## config.mk

```make
export PLATFORM = sky130hd
export DESIGN_NAME = icache_flat
export DESIGN_NICKNAME = d
export VERILOG_FILES = /design/src/rtl/icache_if.sv /design/src/rtl/icache.sv /design/src/flat_wrapper.sv
export SDC_FILE = /design/constraint.sdc
export NUM_CORES = 1
export LEC_CHECK = 0
export ABC_CLOCK_PERIOD_IN_PS = 1400
export CORE_MARGIN = 1
export CORE_UTILIZATION = 42
export DETAILED_ROUTE_END_ITERATION = 10
export MAX_ROUTING_LAYER = met4
export PLACE_DENSITY = 0.83
export SKIP_LAST_GASP = 1
export SLEW_MARGIN = 20
export SYNTH_ARGS = -nofsm -noshare
export SYNTH_HDL_FRONTEND = slang
export SYNTH_SLANG_ARGS = --single-unit
```

## constraint.sdc

```tcl
create_clock -name clk_in -period 1.4 [get_ports clk_in]
set_input_delay 0.42 -clock clk_in [delete_from_list [all_inputs] [get_ports clk_in]]
set_output_delay 0.42 -clock clk_in [all_outputs]
set_load 0.03 [all_outputs]
```

## src/rtl/icache_if.sv

```systemverilog
// Fetch-side and memory-control-side signals of the instruction cache.
// Latency/backpressure: wires only; the requester holds a fetch until fetch_rdy.
interface icache_if;
  logic        fetch_en;
  logic [31:0] fetch_addr;
  logic        fetch_rdy;
  logic [31:0] fetch_inst;
  logic        mem_en;
  logic [31:0] mem_addr;
  logic        mem_rdy;
  logic [31:0] mem_data;

  // master: decoder plus memory control; slave: the cache itself
  modport master (
    output fetch_en, fetch_addr, mem_rdy, mem_data,
    input  fetch_rdy, fetch_inst, mem_en, mem_addr
  );

  modport slave (
    input  fetch_en, fetch_addr, mem_rdy, mem_data,
    output fetch_rdy, fetch_inst, mem_en, mem_addr
  );
endinterface

```

## src/rtl/icache.sv

```systemverilog
// Direct-mapped one-word-per-line instruction cache; storage only with ICACHE_EN, else every fetch misses.
// Latency: hit 1 cycle; miss returns the cycle after mem_rdy. Responses are single-cycle fetch_rdy pulses.
// Backpressure: rdy_in low freezes everything; mem_en is held until mem_rdy.
module icache #(
  parameter int INDEX_WIDTH = 4
) (
  input  logic      clk_in,
  input  logic      rst_in,
  input  logic      rdy_in,
  input  logic      flush,
  icache_if.slave   bus
);

  typedef enum logic [1:0] {
    IDLE      = 2'd0,
    HIT_RESP  = 2'd1,
    MISS_WAIT = 2'd2,
    MISS_RESP = 2'd3
  } state_t;

  state_t      state, state_nxt;
  logic        fetch_rdy_q, fetch_rdy_nxt;
  logic [31:0] fetch_inst_q, fetch_inst_nxt;
  logic        mem_en_q, mem_en_nxt;
  logic [31:0] mem_addr_q, mem_addr_nxt;
  logic        fill_we;
  logic        hit;
  logic [31:0] hit_dat;
  logic [31:0] word_addr;

  assign word_addr = bus.fetch_addr & ~32'h3;

`ifdef ICACHE_EN
  localparam int LINES = 1 << INDEX_WIDTH;
  localparam int TAG_W = 30 - INDEX_WIDTH;

  logic [LINES-1:0]       line_vld;
  logic [TAG_W-1:0]       line_tag [LINES];
  logic [31:0]            line_dat [LINES];
  logic [INDEX_WIDTH-1:0] rd_idx, wr_idx;
  logic [TAG_W-1:0]       rd_tag, wr_tag;

  assign rd_idx  = bus.fetch_addr[1+INDEX_WIDTH:2];
  assign rd_tag  = bus.fetch_addr[31:2+INDEX_WIDTH];
  assign hit     = line_vld[rd_idx] && (line_tag[rd_idx] == rd_tag);
  assign hit_dat = line_dat[rd_idx];

  // Fill uses the latched miss address so the line written is the one requested.
  assign wr_idx = mem_addr_q[1+INDEX_WIDTH:2];
  assign wr_tag = mem_addr_q[31:2+INDEX_WIDTH];

  always_ff @(posedge clk_in) begin
    if (rst_in) begin
      line_vld <= '0;
    end else if (fill_we) begin
      line_vld[wr_idx] <= 1'b1;
    end
  end

  always_ff @(posedge clk_in) begin
    if (!rst_in && fill_we) begin
      line_tag[wr_idx] <= wr_tag;
      line_dat[wr_idx] <= bus.mem_data;
    end
  end
`else
  assign hit     = 1'b0;
  assign hit_dat = 32'h0;
`endif

  always_ff @(posedge clk_in) begin
    if (rst_in) begin
      state        <= IDLE;
      fetch_rdy_q  <= 1'b0;
      fetch_inst_q <= 32'h0;
      mem_en_q     <= 1'b0;
      mem_addr_q   <= 32'h0;
    end else begin
      state        <= state_nxt;
      fetch_rdy_q  <= fetch_rdy_nxt;
      fetch_inst_q <= fetch_inst_nxt;
      mem_en_q     <= mem_en_nxt;
      mem_addr_q   <= mem_addr_nxt;
    end
  end

  always_comb begin
    state_nxt      = state;
    fetch_rdy_nxt  = fetch_rdy_q;
    fetch_inst_nxt = fetch_inst_q;
    mem_en_nxt     = mem_en_q;
    mem_addr_nxt   = mem_addr_q;
    fill_we        = 1'b0;
    if (rdy_in) begin
      fetch_rdy_nxt = 1'b0;
      if (flush) begin
        // A same-edge mem_rdy is dropped: no fill, no response.
        state_nxt  = IDLE;
        mem_en_nxt = 1'b0;
      end else begin
        unique case (state)
          IDLE: begin
            if (bus.fetch_en) begin
              if (hit) begin
                state_nxt      = HIT_RESP;
                fetch_rdy_nxt  = 1'b1;
                fetch_inst_nxt = hit_dat;
              end else begin
                state_nxt    = MISS_WAIT;
                mem_en_nxt   = 1'b1;
                mem_addr_nxt = word_addr;
              end
            end
          end
          MISS_WAIT: begin
            if (bus.mem_rdy) begin
              state_nxt      = MISS_RESP;
              mem_en_nxt     = 1'b0;
              fill_we        = 1'b1;
              fetch_inst_nxt = bus.mem_data;
              fetch_rdy_nxt  = 1'b1;
            end
          end
          HIT_RESP, MISS_RESP: begin
            state_nxt = IDLE;
          end
          default: begin
            state_nxt = IDLE;
          end
        endcase
      end
    end
  end

  assign bus.fetch_rdy  = fetch_rdy_q;
  assign bus.fetch_inst = fetch_inst_q;
  assign bus.mem_en     = mem_en_q;
  assign bus.mem_addr   = mem_addr_q;

endmodule

```

## src/flat_wrapper.sv

```systemverilog
// flat-port wrapper written by rule: the top's interface ports become plain ports
module icache_flat 
#(
  parameter int INDEX_WIDTH = 4
)
  (clk_in, rst_in, rdy_in, flush, bus_fetch_en, bus_fetch_addr, bus_mem_rdy, bus_mem_data, bus_fetch_rdy, bus_fetch_inst, bus_mem_en, bus_mem_addr);
  icache_if bus_i ();
  input  logic clk_in;
  input  logic rst_in;
  input  logic rdy_in;
  input  logic flush;
  input wire logic [$bits(bus_i.fetch_en)-1:0] bus_fetch_en;
  input wire logic [$bits(bus_i.fetch_addr)-1:0] bus_fetch_addr;
  input wire logic [$bits(bus_i.mem_rdy)-1:0] bus_mem_rdy;
  input wire logic [$bits(bus_i.mem_data)-1:0] bus_mem_data;
  output wire logic [$bits(bus_i.fetch_rdy)-1:0] bus_fetch_rdy;
  output wire logic [$bits(bus_i.fetch_inst)-1:0] bus_fetch_inst;
  output wire logic [$bits(bus_i.mem_en)-1:0] bus_mem_en;
  output wire logic [$bits(bus_i.mem_addr)-1:0] bus_mem_addr;
  assign bus_i.fetch_en = bus_fetch_en;
  assign bus_i.fetch_addr = bus_fetch_addr;
  assign bus_i.mem_rdy = bus_mem_rdy;
  assign bus_i.mem_data = bus_mem_data;
  assign bus_fetch_rdy = bus_i.fetch_rdy;
  assign bus_fetch_inst = bus_i.fetch_inst;
  assign bus_mem_en = bus_i.mem_en;
  assign bus_mem_addr = bus_i.mem_addr;
  icache #(.INDEX_WIDTH(INDEX_WIDTH)) u_core (.clk_in(clk_in), .rst_in(rst_in), .rdy_in(rdy_in), .flush(flush), .bus(bus_i));
endmodule
```

## Word level (Yosys, flattened, before mapping)

Cells that the tools add are included.

| operators by class | value |
|---|---|
| equality and inequality tests | 5 |
| muxes and demuxes | 11 |
| bitwise operators | 1 |
| reduce and logical (&&, ||, !) cells | 7 |

Operators with widths:

| operator | number |
|---|---|
| AND reduction 4 bit | 3 |
| 2-to-1 mux 1 bit | 6 |
| 2-to-1 mux 2 bit | 3 |
| inequality test 3 bit (second input constant) | 2 |
| case mux 2 bit (3 select lines) | 1 |
| == test 2 bit (second input constant) | 2 |
| AND reduction 3 bit | 1 |
| nonzero test 3 bit | 1 |
| == test 2 x 1 -> 1 bit (second input constant) | 1 |
| zero test 2 bit | 1 |
| case mux 1 bit (2 select lines) | 1 |
| OR reduction 2 bit | 1 |
| inverter 1 bit | 1 |

| storage, ports and cells | value |
|---|---|
| flip-flop bits (word level) | 66 |
| input bits | 70 |
| output and inout bits | 66 |
| word-level logic and storage cells | 29 |

## Logic depth before layout (Yosys ltp)

Gate-level depths: netlist (run 1).

| logic depth | value |
|---|---|
| depth in word-level cells | 4 |
| gate-level depth with buffers | 5 |
| mapped depth without buffers | 3 |

## Worst setup path after synthesis (run 1)

No wires, ideal clock.

| path | value |
|---|---|
| kind | input to register |
| from | input port flush |
| to | register u_core.fetch_inst_q[10] (netlist: u_core.bus.fetch_inst[10]) |
| setup time | 0.072 ns |
| arrival time | 1.206 ns |
| data required time | 1.328 ns |
| path slack | 0.123 ns |
| cell stages on the path | 5 |
| buffers on the path | 2 |
| path through | nor3b_2 > and3_1 > buf_6 > buf_12 > mux2i_1 |

| between the ends | value |
|---|---|
| word-level cells in the longest chain between the ends | 2 |

RTL lines:

| element | RTL line | source |
|---|---|---|
| start, declared | flat_wrapper.sv:11 | `input logic flush;` |
| inverter 1 bit (no source line) | n/a |  |
| AND reduction 4 bit (no source line) | n/a |  |
| end signal, assigned | icache.sv:81 | `fetch_inst_q <= fetch_inst_nxt;` |
| end, declared | icache.sv:23 | `logic [31:0] fetch_inst_q, fetch_inst_nxt;` |

Every way passes these cells.
A chain may end at the register's enable or synchronous reset.

## Worst setup path in the final report (run 1)

| path | value |
|---|---|
| from | input port flush |
| to | register u_core.mem_addr_q[13] (netlist: u_core.bus.mem_addr[13]) |

| between the ends | value |
|---|---|
| word-level cells in the longest chain between the ends | 2 |

RTL lines:

| element | RTL line | source |
|---|---|---|
| inverter 1 bit (no source line) | n/a |  |
| AND reduction 4 bit (no source line) | n/a |  |
| end signal, assigned | icache.sv:83 | `mem_addr_q <= mem_addr_nxt;` |
| end, declared | icache.sv:25 | `logic [31:0] mem_addr_q, mem_addr_nxt;` |

Every way passes these cells.

==> qor.json, run 1 <==
{
  "status": "completed",
  "wirelength_mm": 6.67,
  "final_max_slew_viol_count": 0,
  "synth.yosys.warnings": 0,
  "cts_max_level": 3,
  "netlist_area_um2": 3040,
  "cp-endpoint": "u_core.bus.mem_addr[13]",
  "avgRoutedWirePerCell_um": 12.6,
  "syn-mean-instance-area_um2": 10.3,
  "detailedRoute.firstPassIterationCount": 4,
  "row_count": 30,
  "critical_path_class": "input pin to flip-flop",
  "synth_sequential_area_ratio": 0.435,
  "synth_cell_types": 19,
  "detailed_place_hpwl_mm": 4.67,
  "number_of_global_route_vias_before_repair": 2292,
  "crit_path_max_fanout": 9,
  "die_outline_area_um2": 7570,
  "cp_cell_sequence": "dlygate4sd2_1, nor3b_4, and3b_2, buf_8, mux2i_2",
  "final_net_count": 497,
  "static-leakage-power_nw": 1.75,
  "ioPinCount": 136,
  "area.growth.synth_to_final_pct": 46.1,
  "required_ns": 1.65,
  "grt_antenna_before_repair": 0,
  "place_congestion": 0.785,
  "root_buf_cell": "clkbuf_8",
  "register_to_register_path_depth": 4,
  "pin_count_of_the_biggest_net_entering_global_routing": 85,
  "clk_pin_slew_ns": 0.07,
  "max-vdd-ir-drop_mv": 0.486,
  "n_fill_cell": 601,
  "cts.path.max_buffers": 2,
  "critical_path.max_stage_delay_ns": 0.31,
  "crit_slowest_cell": "and3b_2",
  "worst_hold_check_path_type": "flip-flop to flip-flop",
  "syn-instance-count": 294,
  "drc": 0,
  "hold_violations": 0,
  "numPortBuffers": 131,
  "worstSkewPairLatency_ns": 0.33,
  "dr.first_iter.drc_count": 91,
  "r2r-start": "u_core.state[0]",
  "route.vias.total": 2403,
  "fmax_mhz": 724,
  "first_pass_grt_wire_length_mm": 10.5,
  "drive_above_1_share": 0.227,
  "numCtsBuffers": 9,
  "timing.rr.end": "u_core.bus.mem_addr[13]",
  "number_of_inserted_diodes": 0,
  "antenna_left": 0,
  "period_minus_slack_ns": 1.38,
  "maxCapViolCount": 0,
  "timing.final.setup_violations": 0,
  "die_width_um": 87.0,
  "placeableCoreArea_um2": 6910,
  "clock_sink_count": 66,
  "area_used_by_multi_input_combinational_logic_um2": 1520,
  "critical_path_launch_point_type": "input pin",
  "cts_tree": "yes",
  "clock-skew-final_ns": 0.00882,
  "seqCellArea_um2": 1320,
  "post-route-util": 0.642,
  "total_power_consumption_mw": 3.90,
  "grt_util_all_layers": 0.185,
  "ctsHoldBuffers": 0,
  "grt.overflow.total": 0,
  "worst_ep_arrival_time_ns": 1.63,
  "floorplan.initialDensity": 0.440,
  "timing.critical_path.to_type": "flip-flop",
  "drt-vias-per-instance": 4.55,
  "power_per_cell_area_nw_per_um2": 880,
  "final_min_period_over_clock_period": 0.986,
  "postSynthRegisterBits": 66,
  "crit_start": "flush",
  "r2r_setup_slack_ns": 0.07,
  "die_h_um": 87.0
}
synth_stat cells, drive strengths merged:
cell type / n / area (um2)
a21oi: 3 / 15.0
and3: 1 / 6.26
and3b: 1 / 8.76
buf: 10 / 158
clkbuf: 14 / 52.6
conb: 1 / 3.75
dfxtp: 66 / 1320
inv: 1 / 3.75
mux2i: 63 / 631
nand2: 3 / 11.3
nand2b: 124 / 776
nand3: 1 / 5.00
nor2: 2 / 7.51
nor3: 1 / 5.00
nor3b: 1 / 12.5
o21ba: 1 / 10.0
o311a: 1 / 10.0
worst min path at each step:
stage	startpoint	slack [ns]	to	cells after the start
final	u_core.bus.mem_addr[23]	0.47	u_core.bus.mem_addr[23]	2
after global routing	u_core.bus.mem_addr[23]	0.49	u_core.bus.mem_addr[23]	2
after CTS	u_core.bus.mem_addr[23]	0.47	u_core.bus.mem_addr[23]	2
after detailed placement	u_core.bus.fetch_inst[20]	0.46	u_core.bus.fetch_inst[20]	2
after global placement	u_core.bus.fetch_inst[25]	0.46	u_core.bus.fetch_inst[25]	2
after floorplan	u_core.state[0]	0.47	u_core.state[0]	2
layout by cell type, fill, tap and decap left out, types with 2 or more instances in the layout:
cell type	synthesis	final
dfxtp_1	66	65
clkbuf_8	0	10
clkbuf_1	14	3
mux2i_1	63	62
buf_12	6	4
buf_4	2	72
a21oi_1	3	3
nor2_1	2	2
conb_1	1	2
nand2_1	3	3
clkinv_2	0	3
dlygate4sd2_1	0	3
nand2b_1	124	124
clkdlybuf4s50_1	0	63
report_power, final:
part / total [mW] / switching [mW] / internal [mW] / leakage, nW
clock network: 1.36 / 0.680 / 0.685 / 0.0872
registers: 1.94 / 0.0228 / 1.92 / 0.535
logic: 0.597 / 0.244 / 0.353 / 1.13
total: 3.90 / 0.947 / 2.96 / 1.75
worst max-delay path, delay by kind of cell:
family | cells | cell delay, ns
buf+inv | 2 | 0.45
simple gates | 2 | 0.54
mux | 1 | 0.22
logic make-up (layout without fill, tap and decap cells):
kind of cell	after synthesis	in the layout	share of synthesized area
mux	63	63	0.208
simple gates	134	134	0.274
buf+inv	25	162	0.0705
flops	66	66	0.435
compound gates	5	5	0.0115
other cells	1	2	0.00123
sequential cells by signal (all words and copies together), names as in the netlist:
name                   count
u_core.state               2
u_core.bus.fetch_rdy       1
u_core.bus.mem_en          1
u_core.bus.fetch_inst     32
u_core.bus.mem_addr       30
routing by layer:
layer  track usage  vias up  wire, um
li1              -     1206         -
met1         0.227     1103      3040
met2         0.291       88      3110
met3        0.0588        6       458
met4        0.0545        0        62
met5             -        -         0
layout make-up:
type,instances,area share
Clock buffer,13,0.0336
Sequential cell,66,0.298
Clock inverter,3,0.00338
Inverter,1,0.000846
Timing Repair Buffer,145,0.295
Tap cell,96,0.0271
Multi-Input combinational cell,204,0.342
metrics by stage:
step	worst slack (ns)	hold slack [ns]	cells	area [um2]	setup TNS [ns]
after global placement	-0.455	0.457	509	4240	-26.82
after CTS	0.0132	0.475	529	4460	0
after global routing	-0.00783	0.489	528	4440	-0.0135
final	0.0194	0.468	528	4440	0
after detailed placement	-0.529	0.460	509	4240	-30.45
after floorplan	0.123	0.473	295	3040	0
what timing repair did:
action	4_1_cts	5_1_grt
gates resized for setup	5	5
endpoints found under the setup margin	63	19
pin swaps	1	2
endpoints found under the hold margin	0	0
gates cloned	1	0
buffers inserted	3	1
(Power assumes the default switching activity.)
==> run 2, diff against run 1 <==
- ABC_CLOCK_PERIOD_IN_PS: 1400 -> 1200
- CORE_MARGIN: 1 -> 3
- CORE_UTILIZATION: 42 -> 38
- PLACE_DENSITY: 0.83 -> 0.79
- clock period: 1.4 -> 1.2 ns (I/O delays scaled with it)
==> qor.json, run 2 (synthesis results as in run 1) <==
{
  "max_ffs_per_register": {"value": 32, "change": "unchanged"},
  "ctsHoldBuffers": {"value": 0, "change": "unchanged"},
  "commonest_non_fill_non_tap_cell_in_the_layout": {"value": "nand2b_1", "change": "unchanged"},
  "place_congestion": {"value": 0.816, "change": "was 0.785"},
  "fin_ws": {"value": -0.149, "unit": "ns", "change": "was 0.0194 ns"},
  "pin_count_of_the_biggest_net_entering_global_routing": {"value": 65, "change": "was 85"},
  "route.vias.total": {"value": 2402, "change": "was 2403"},
  "post-route-util": {"value": 0.659, "change": "was 0.642"},
  "number_of_global_route_vias_before_repair": {"value": 2462, "change": "was 2292"},
  "drive_above_1_share": {"value": 0.394, "change": "was 0.227"},
  "critical_path_class": {"value": "flip-flop to flip-flop", "change": "was input pin to flip-flop"},
  "worst_hold_check_path_type": {"value": "flip-flop to flip-flop", "change": "unchanged"},
  "die_h": {"value": 95.4, "unit": "um", "change": "was 87.0 um"},
  "grt_setup_unrepaired": "true",
  "avgRoutedWirePerCell": {"value": 14.0, "unit": "um", "change": "was 12.6 um"},
  "root_buf_cell": {"value": "clkbuf_8", "change": "unchanged"},
  "number_of_inserted_diodes": {"value": 0, "change": "unchanged"},
  "grt_util_all_layers": {"value": 0.171, "change": "was 0.185"},
  "final_net_count": {"value": 507, "change": "was 497"},
  "fmax_mhz": 741,
  "placedInstanceArea": {"value": 4260, "unit": "um2", "change": "was 4240 um2"},
  "placeableCoreArea": {"value": 7490, "unit": "um2", "change": "was 6910 um2"},
  "period_minus_slack_ns": 1.35,
  "die_width": {"value": 95.4, "unit": "um", "change": "was 87.0 um"},
  "cts_tree": {"value": "yes", "change": "unchanged"},
  "detailedRoute.firstPassIterationCount": {"value": 4, "change": "unchanged"},
  "post-place-cells": {"value": 512, "change": "was 509"},
  "finalInstanceArea": {"value": 4930, "unit": "um2", "change": "was 4440 um2"},
  "die_outline_area": {"value": 9100, "unit": "um2", "change": "was 7570 um2"},
  "worst_hold_slack": {"value": 0.476, "unit": "ns", "change": "was 0.468 ns"},
  "ioPinCount": {"value": 136, "change": "unchanged"},
  "power_per_cell_area": {"value": 947, "unit": "nW/um2", "change": "was 880 nW/um2"},
  "detailed_place_hpwl": {"value": 4.96, "unit": "mm", "change": "was 4.67 mm"},
  "cts_max_level": {"value": 3, "change": "unchanged"},
  "numCtsBuffers": {"value": 9, "change": "unchanged"},
  "antenna_left": {"value": 0, "change": "unchanged"},
  "wirelength": {"value": 7.59, "unit": "mm", "change": "was 6.67 mm"},
  "grt_antenna_before_repair": {"value": 0, "change": "unchanged"},
  "drt-vias-per-instance": {"value": 4.44, "change": "was 4.55"},
  "floorplan.initialDensity": {"value": 0.406, "change": "was 0.440"},
  "critical_path_launch_point_type": {"value": "flip-flop", "change": "was input pin"},
  "timing.critical_path.to_type": {"value": "flip-flop", "change": "unchanged"},
  "maxCapViolCount": {"value": 0, "change": "unchanged"},
  "cts.path.max_buffers": {"value": 2, "change": "unchanged"},
  "placement.setup.worst_slack": {"value": -0.640, "unit": "ns", "change": "was -0.529 ns"},
  "timing.final.setup_violations": {"value": 63, "change": "was 0"},
  "required": {"value": 1.46, "unit": "ns", "change": "was 1.65 ns"},
  "numPortBuffers": {"value": 131, "change": "unchanged"},
  "dr.first_iter.drc_count": {"value": 64, "change": "was 91"},
  "layout_common_cells": {"value": "nand2b_1 (124), buf_6 (67), dfxtp_2 (66), mux2i_1 (63), clkdlybuf4s50_1 (63)", "change": "was nand2b_1 (124), buf_4 (72), dfxtp_1 (65), clkdlybuf4s50_1 (63), mux2i_1 (62)"},
  "final_cells": {"value": 541, "change": "was 528"},
  "static-leakage-power": {"value": 1.91, "unit": "nW", "change": "was 1.75 nW"},
  "row_count": {"value": 31, "change": "was 30"},
  "area.growth.synth_to_final": {"value": 62.5, "unit": "%", "change": "was 46.1%"},
  "clk_pin_slew": {"value": 0.07, "unit": "ns", "change": "about the same"},
  "hold_violations": {"value": 0, "change": "unchanged"},
  "violations": "negative setup slack",
  "first_pass_grt_wire_length": {"value": 11.7, "unit": "mm", "change": "was 10.5 mm"},
  "drc": {"value": 0, "change": "unchanged"},
  "final_min_period_over_clock_period": 1.12,
  "max-vdd-ir-drop": {"value": 0.463, "unit": "mV", "change": "was 0.486 mV"},
  "status": {"value": "finished, violations left", "change": "was completed"},
  "crit_path_max_fanout": {"value": 6, "change": "was 9"},
  "clock-skew-final": {"value": 0.00413, "unit": "ns", "change": "was 0.00882 ns"},
  "final_max_slew_viol_count": {"value": 0, "change": "unchanged"},
  "worst_ep_arrival_time": {"value": 1.61, "unit": "ns", "change": "was 1.63 ns"},
  "clock_sink_count": {"value": 66, "change": "unchanged"},
  "worstSkewPairLatency": {"value": 0.33, "unit": "ns", "change": "about the same"},
  "grt.overflow.total": {"value": 0, "change": "unchanged"}
}
## run 2: per-layer routing
metal | track usage | up-vias | wire length [um]
li1 | - | 1229 | -
met1 | 0.206 | 1085 | 3220
met2 | 0.276 | 82 | 3760
met3 | 0.0458 | 6 | 547
met4 | 0.0640 | 0 | 61
met5 | - | - | 0
## run 2: layout make-up
cell class                      instances  area, um2
Clock buffer                           11        141
Clock inverter                          5       30.0
Timing Repair Buffer                  155       1720
Inverter                                1       3.75
Multi-Input combinational cell        204       1510
Sequential cell                        66       1400
Fill cell                             596       2550
Tap cell                               99        124
## run 2: worst max-delay path: stages, from the launching register on
cell and delay (ns):
dfxtp_2 0.34, nor3b_4 0.21, and3b_2 0.27, buf_6 0.13, clkbuf_16 0.15, mux2i_1 0.18
## run 2: report_power, final
| part | total, mW | internal [mW] | switching (mW) |
|---|---|---|---|
| logic | 0.758 | 0.465 | 0.292 |
| clock network | 1.63 | 0.795 | 0.835 |
| registers | 2.28 | 2.25 | 0.0369 |
## run 2: worst paths after layout
check / slack, ns / depth (start not counted) / end / from
worst max-delay path: -0.15 / 5 / u_core.bus.mem_addr[14] / u_core.state[0]
worst min-delay path: 0.48 / 2 / u_core.bus.mem_addr[26] / u_core.bus.mem_addr[26]
worst max register to register: -0.15 / 5 / u_core.bus.mem_addr[14] / u_core.state[0]
worst min register to register: 0.48 / 2 / u_core.bus.mem_addr[26] / u_core.bus.mem_addr[26]
## run 2: per-stage QoR
step	setup TNS, ns	total power [mW]
floorplan	-0.323	2.67
global placement	-35.05	2.99
detailed placement	-38.33	3.00
CTS	-5.63	4.74
global route	-12.23	4.91
finish	-6.54	4.67
## run 2: repair_timing
action | in CTS | in global routing
resized for setup | 125 | 12
buffers inserted | 4 | 6
gates cloned | 2 | 2
setup endpoints to repair | 127 | 94
pin swaps | 2 | 2
